`src/rtl/snake_pkg.sv`:
```
// Shared codes for the snake game: headings, game_ctrl states, and helpers.
package snake_pkg;

    typedef enum logic [1:0] {
        DIR_UP    = 2'b00,
        DIR_DOWN  = 2'b01,
        DIR_LEFT  = 2'b10,
        DIR_RIGHT = 2'b11
    } dir_e;

    typedef enum logic [2:0] {
        GS_RESTART = 3'b000,
        GS_START   = 3'b001,
        GS_PLAY    = 3'b010,
        GS_DIE     = 3'b011
    } game_status_e;

    // Opposite headings share the axis bit and differ only in bit0.
    function automatic logic is_opposite(input logic [1:0] a, input logic [1:0] b);
        return (a[1] == b[1]) && (a[0] != b[0]);
    endfunction

    // max(base - lvl*step, floor), evaluated wide enough that it cannot wrap.
    function automatic logic [31:0] calc_period(input logic [31:0] lvl,
                                                input logic [31:0] base,
                                                input logic [31:0] step,
                                                input logic [31:0] floor);
        logic [63:0] dec;
        dec = 64'(lvl) * 64'(step);
        if (dec + 64'(floor) >= 64'(base)) begin
            return floor;
        end
        return base - 32'(dec);
    endfunction

endpackage

```
`src/rtl/snake_dir_fifo.sv`:
```
// Small FIFO of 2-bit headings; exposes both head and most recent entry (tail).
module snake_dir_fifo #(
    parameter int unsigned DEPTH = 4
) (
    input  logic                       clk,
    input  logic                       rst,
    input  logic                       push,
    input  logic                       pop,
    input  logic                       flush,
    input  logic [1:0]                 din,
    output logic [1:0]                 head,
    output logic [1:0]                 tail,
    output logic [$clog2(DEPTH):0]     count
);

    localparam int unsigned AW = $clog2(DEPTH);
    localparam int unsigned CW = AW + 1;

    logic [1:0]    mem_q [DEPTH];
    logic [AW-1:0] wr_q;
    logic [AW-1:0] rd_q;
    logic [CW-1:0] count_q;

    // Flush wins over push/pop; push+pop on a full FIFO overwrites the slot being popped.
    always_ff @(posedge clk or negedge rst) begin
        if (!rst) begin
            for (int i = 0; i < int'(DEPTH); i++) begin
                mem_q[i] <= 2'b00;
            end
            wr_q    <= '0;
            rd_q    <= '0;
            count_q <= '0;
        end else if (flush) begin
            wr_q    <= '0;
            rd_q    <= '0;
            count_q <= '0;
        end else begin
            if (push) begin
                mem_q[wr_q] <= din;
                wr_q        <= wr_q + AW'(1);
            end
            if (pop) begin
                rd_q <= rd_q + AW'(1);
            end
            case ({push, pop})
                2'b10:   count_q <= count_q + CW'(1);
                2'b01:   count_q <= count_q - CW'(1);
                default: count_q <= count_q;
            endcase
        end
    end

    assign head  = mem_q[rd_q];
    assign tail  = mem_q[wr_q - AW'(1)];
    assign count = count_q;

endmodule

```
`src/rtl/snake_move_sched.sv`:
```
// Snake motion scheduler: turn-request queue, move tick generation, speed level.
// Optional speed-up by level is enabled with `define SNAKE_SPEEDUP_EN.
module snake_move_sched
    import snake_pkg::*;
#(
    parameter int unsigned TICK_BASE        = 25_000_000,
    parameter int unsigned TICK_STEP        = 2_000_000,
    parameter int unsigned TICK_MIN         = 5_000_000,
    parameter int unsigned FIFO_DEPTH       = 4,
    parameter int unsigned APPLES_PER_LEVEL = 5,
    parameter int unsigned LEVEL_W          = 4
) (
    input  logic                          clk,
    input  logic                          rst,
    input  logic                          key_up,
    input  logic                          key_down,
    input  logic                          key_left,
    input  logic                          key_right,
    input  logic                          add_cube,
    input  logic [2:0]                    game_status,
    output logic                          move_tick,
    output logic [1:0]                    dir,
    output logic [LEVEL_W-1:0]            level,
    output logic [$clog2(FIFO_DEPTH):0]   q_count,
    output logic                          req_drop
);

    localparam int unsigned CW    = $clog2(FIFO_DEPTH) + 1;
    localparam int unsigned CNT_W = 32;

    logic             play_c, restart_c;
    logic             req_valid_c, lost_c, bad_c, full_c;
    logic [1:0]       req_dir_c, tail_ref_c;
    logic             fire_c, push_c, pop_c, flush_c;
    logic [1:0]       fifo_head, fifo_tail;
    logic [CW-1:0]    fifo_count;

    logic [CNT_W-1:0]   cnt_q, cnt_d;
    logic [CNT_W-1:0]   period_q, period_d;
    logic               move_tick_q, move_tick_d;
    logic [1:0]         dir_q, dir_d;
    logic               req_drop_q, req_drop_d;
    logic [LEVEL_W-1:0] level_q, level_d;

    assign play_c    = (game_status == GS_PLAY);
    assign restart_c = (game_status == GS_RESTART);

    // Fixed-priority key pick: up > down > left > right; losers count as drops.
    always_comb begin
        req_valid_c = 1'b1;
        req_dir_c   = DIR_RIGHT;
        lost_c      = 1'b0;
        if (key_up) begin
            req_dir_c = DIR_UP;
            lost_c    = key_down | key_left | key_right;
        end else if (key_down) begin
            req_dir_c = DIR_DOWN;
            lost_c    = key_left | key_right;
        end else if (key_left) begin
            req_dir_c = DIR_LEFT;
            lost_c    = key_right;
        end else if (key_right) begin
            req_dir_c = DIR_RIGHT;
        end else begin
            req_valid_c = 1'b0;
        end
    end

    assign fire_c     = play_c && (cnt_q >= period_q - CNT_W'(1));
    assign pop_c      = fire_c && (fifo_count != '0);
    assign full_c     = (fifo_count == CW'(FIFO_DEPTH));
    assign tail_ref_c = (fifo_count != '0) ? fifo_tail : dir_q;
    assign bad_c      = (req_dir_c == tail_ref_c) || is_opposite(req_dir_c, tail_ref_c)
                        || (full_c && !pop_c);
    assign push_c     = play_c && req_valid_c && !bad_c;
    assign flush_c    = !play_c;

    snake_dir_fifo #(
        .DEPTH (FIFO_DEPTH)
    ) u_fifo (
        .clk   (clk),
        .rst   (rst),
        .push  (push_c),
        .pop   (pop_c),
        .flush (flush_c),
        .din   (req_dir_c),
        .head  (fifo_head),
        .tail  (fifo_tail),
        .count (fifo_count)
    );

    // Tick counter, heading update and drop pulse.
    always_comb begin
        cnt_d       = '0;
        move_tick_d = fire_c;
        dir_d       = dir_q;
        req_drop_d  = play_c && ((req_valid_c && bad_c) || lost_c);
        if (play_c && !fire_c) begin
            cnt_d = cnt_q + CNT_W'(1);
        end
        if (restart_c) begin
            dir_d = DIR_RIGHT;
        end else if (pop_c) begin
            dir_d = fifo_head;
        end
    end

`ifdef SNAKE_SPEEDUP_EN
    localparam int unsigned AP_W = $clog2(APPLES_PER_LEVEL + 1);

    logic [AP_W-1:0] apple_q, apple_d;

    // Apple counter wraps at APPLES_PER_LEVEL and bumps a saturating level.
    always_comb begin
        apple_d = apple_q;
        level_d = level_q;
        if (restart_c) begin
            apple_d = '0;
            level_d = '0;
        end else if (play_c && add_cube) begin
            if (apple_q == AP_W'(APPLES_PER_LEVEL - 1)) begin
                apple_d = '0;
                if (level_q != '1) begin
                    level_d = level_q + LEVEL_W'(1);
                end
            end else begin
                apple_d = apple_q + AP_W'(1);
            end
        end
    end

    always_ff @(posedge clk or negedge rst) begin
        if (!rst) begin
            apple_q <= '0;
        end else begin
            apple_q <= apple_d;
        end
    end

    assign period_d = calc_period(32'(level_q), 32'(TICK_BASE), 32'(TICK_STEP), 32'(TICK_MIN));
`else
    logic [32:0] unused_cfg;

    assign unused_cfg = {add_cube, 32'(TICK_STEP) ^ 32'(TICK_MIN) ^ 32'(APPLES_PER_LEVEL)};
    assign level_d    = '0;
    assign period_d   = CNT_W'(TICK_BASE);
`endif

    always_ff @(posedge clk or negedge rst) begin
        if (!rst) begin
            cnt_q       <= '0;
            period_q    <= CNT_W'(TICK_BASE);
            move_tick_q <= 1'b0;
            dir_q       <= DIR_RIGHT;
            req_drop_q  <= 1'b0;
            level_q     <= '0;
        end else begin
            cnt_q       <= cnt_d;
            period_q    <= period_d;
            move_tick_q <= move_tick_d;
            dir_q       <= dir_d;
            req_drop_q  <= req_drop_d;
            level_q     <= level_d;
        end
    end

    assign move_tick = move_tick_q;
    assign dir       = dir_q;
    assign level     = level_q;
    assign q_count   = fifo_count;
    assign req_drop  = req_drop_q;

endmodule
```
`config.mk`:
```
export PLATFORM = sky130hd
export DESIGN_NAME = snake_move_sched
export DESIGN_NICKNAME = d
export VERILOG_FILES = /design/src/rtl/snake_pkg.sv /design/src/rtl/snake_dir_fifo.sv /design/src/rtl/snake_move_sched.sv
export SDC_FILE = /design/constraint.sdc
export NUM_CORES = 1
export LEC_CHECK = 0
export CAP_MARGIN = 5
export CORE_MARGIN = 2
export CORE_UTILIZATION = 40
export CTS_CLUSTER_SIZE = 14
export DETAILED_ROUTE_END_ITERATION = 10
export SYNTH_ARGS = -nofsm -noshare
export SYNTH_HDL_FRONTEND = slang
export SYNTH_SLANG_ARGS = --single-unit
```
`constraint.sdc`:
```
create_clock -name clk -period 3 [get_ports clk]
set_input_delay 0.6 -clock clk [delete_from_list [all_inputs] [get_ports clk]]
set_output_delay 0.6 -clock clk [all_outputs]
set_load 0.1 [all_outputs]
```
==> impl_metrics.ini <==
[yosys]
synth.avg_cell_area_um2 = 10.48
synth-edff-count = 0
synth_compound_area_frac = 0.09129
yosys.area_share.simple = 0.2228
yosysWarnings = 0
syn-cell-area_mm2 = 0.002673
synth_top_flop_cell = dfrtp_1
synthMuxAreaShare = 0.07022
synthXorXnorAreaFrac = 0.07210
synthDistinctLibCells = 56
synth_adder_area_share = 0.03090
async_reset_ff_frac = 1.000
synth_top_family_by_area = simple AND/OR/NAND/NOR gates
ys_seq_area_frac = 0.4785
syn_inst = 255
ys_ff_latch = 51

[timing]
fmax_mhz = 345.9
post-route-period-util = 0.9636
finalMaxSlewViolations = 0
setup_violations = 0
fin_crit_ps = 2891
slew_headroom = 0.6140
rsz0062_at_grt = no
skew_ps = 8.516
hold_violations = 0
tns_ps = 0
tightest_slew_ps = 570.9

[placement]
place_hpwl_um = 3738
portBuffers = 15
postPlaceCellArea_mm2 = 0.003087
place_congestion = 0.7800

[cells_and_area]
final_core_util = 0.4972
stdcell_area_mm2 = 0.003193
nNetsFinal = 319
area_growth_pct = 19.48
drive_gt1_frac = 0.2105
fillCellCount = 612
num_antenna_cells = 0

[pwr]
switching_share = 0.3691
ir_worst_vdd_v = 0.0001982
combPwrFrac = 0.297
power_density_mw_per_mm2 = 543.1
p_leak_nw = 1.365
power.share.clock = 0.246
p_seq_frac = 0.458
p_sw_uw = 640.1
total_power_mw = 1.734
internal-power_mw = 1.094

[critical_path]
critPathLaunchType = input pin
crit_arrival_ps = 3100
crit_type = in2reg
cp_slowest_cell = or4_4
cp_cell_sequence = clkdlybuf4s50_1 > or3b_4 > or4_4 > a21boi_4 > and2_4 > fa_1 > nand2_1 > o22ai_1 > a31o_2
cp_data_required_time_ps = 3210
endpoint_kind = register
crit_fanout = 4
max_stage_delay_ps = 510

[flow_run]
cap_violations = 0

[detailed_routing]
drtIter0Drc = 147
drt_pre_antenna_iters = 4
vias = 1985
drc = 0
ant_nets = 0
wire_per_inst_um = 13.52
via_per_inst = 5.210
routed_wl_um = 5151

[clock_network]
clk_pin_slew_ps = 100
cts_tree = yes
clock_latency_ps = 310
cts_buffer_depth = 2
cts-buffers-inserted = 5
htreeDepth = 2
clkSinkCount = 51
cts-root-buf = clkbuf_8
hold_buffers = 0

[floorplanning]
start_util = 0.4161
num_rows = 29
die_x_um = 85.74
die_area_mm2 = 0.007351
die_height_um = 85.74
core_area_mm2 = 0.006422
ios = 21

[grt]
grt-ovfl-total = 0
track_usage = 0.1553
grt_start_max_net_pins = 38
antenna_found_initial = 0
grt_pass1_vias = 1902
grt_pass1_wl_um = 9121

[min_path]
hold_class = in2async

[run_status]
status = complete, no violations
[registers in the layout, summed over array words and instances, names as in the netlist]
register,count
u_fifo.mem_q,8
move_tick,1
u_fifo.rd_q,2
u_fifo.wr_q,2
u_fifo.count,3
dir,2
req_drop,1
cnt_q,32
[timing repair]
action	in CTS	in global routing
setup endpoints to repair	0	2
gates resized for setup	0	4
buffers inserted	0	0
[cells in the mapped netlist (2+ instances only)]
cell,number,area share
o21ai_0,3,0.0056
nor3_1,4,0.0075
and2_1,4,0.0094
or3_1,5,0.012
dfrtp_1,49,0.46
xnor2_1,7,0.023
and3_1,5,0.012
nand2_1,19,0.027
xor2_1,15,0.049
o211ai_1,2,0.0056
nand3_1,14,0.026
mux2_1,8,0.034
mux2i_1,3,0.011
nor3b_1,4,0.011
nand2_2,4,0.0094
nor4_1,4,0.0094
inv_1,6,0.0084
buf_4,4,0.011
o31a_1,2,0.0066
ha_1,5,0.023
nor4b_1,2,0.0066
a21oi_1,5,0.0094
mux4_2,3,0.025
dfstp_2,2,0.020
and4_1,4,0.013
clkbuf_1,5,0.0070
nand4_1,6,0.014
a211oi_1,2,0.0056
nor2_1,32,0.045
[layer usage]
layer	wire length [um]	global-route usage	vias to the layer above
li1	-	-	990
met2	2268	0.2301	19
met1	2685	0.2314	970
met5	0	0	-
met4	76	0.05195	0
met3	121	0.02599	6
[critical path, delay by kind of cell]
kind | cells | cell delay (ps)
AND/OR/NAND/NOR | 4 | 1140
buffers and inverters | 1 | 470
AO/OA/AOI/OAI | 3 | 470
adder cells (fa/ha/maj) | 1 | 420
[stage by stage]
stage,setup WS (ps),hold slack (ps),instances
finish,109.1,183.0,381
global route,23.92,193.9,381
CTS,8.981,190.8,381
detailed placement,-314.3,480.3,373
global placement,-310.2,472.5,373
floorplan,-34.91,304.4,265
[power by group through the flow]
stage	clock network (mW)	logic (mW)	registers, mW
after floorplan	0	0.236	0.955
final	0.426	0.514	0.794
after global placement	0	0.511	0.806
after global routing	0.467	0.555	0.803
after detailed placement	0	0.514	0.809
after CTS	0.445	0.516	0.795
[final timing paths]
kind	depth (start not counted)	to	startpoint	slack, ps
min in group clk	1	u_fifo.mem_q[6]	u_fifo.mem_q[6]	500
worst max-delay path	9	u_fifo.count[1]	game_status[1]	110
worst max register to register	10	u_fifo.count[2]	u_fifo.wr_q[0]	220
max in group asynchronous	2	cnt_q[12]	rst	2020
worst min register to register	1	u_fifo.mem_q[6]	u_fifo.mem_q[6]	500
worst min-delay path	1	u_fifo.mem_q[0]	rst	180
[placed cells by master (no fill, tap or decap), drive strengths merged, types with 6 or more instances in the layout]
| cell type | n |
|---|---|
| xnor2 | 7 |
| nand4 | 6 |
| mux2 | 8 |
| buf | 35 |
| nand2 | 23 |
| inv | 8 |
| nor2 | 32 |
| conb | 11 |
| xor2 | 15 |
| nand3 | 14 |
| dfrtp | 49 |
| clkdlybuf4s50 | 7 |
[cells by family (layout without fill, tap and decap cells)]
| logic type | after synthesis | after routing |
|---|---|---|
| simple gates | 114 | 114 |
| xor+xnor | 22 | 22 |
| flops | 51 | 51 |
| other cells | 1 | 11 |
| mux | 14 | 14 |
| buf+inv | 17 | 56 |
| compound gates | 30 | 30 |
| fa+ha+maj | 6 | 6 |
[layout make-up]
type | instances | area (um^2) | share of cell area
timing repair buffer | 42 | 330.3 | 0.1034
tap | 77 | 96.34 | 0.03017
multi-input combinational | 197 | 1365 | 0.4275
clock buffer | 5 | 68.82 | 0.02155
sequential | 51 | 1282 | 0.4016
clock inverter | 3 | 27.53 | 0.008621
inverter | 6 | 22.52 | 0.007053
Note: power is estimated with default switching activity, not from simulation.
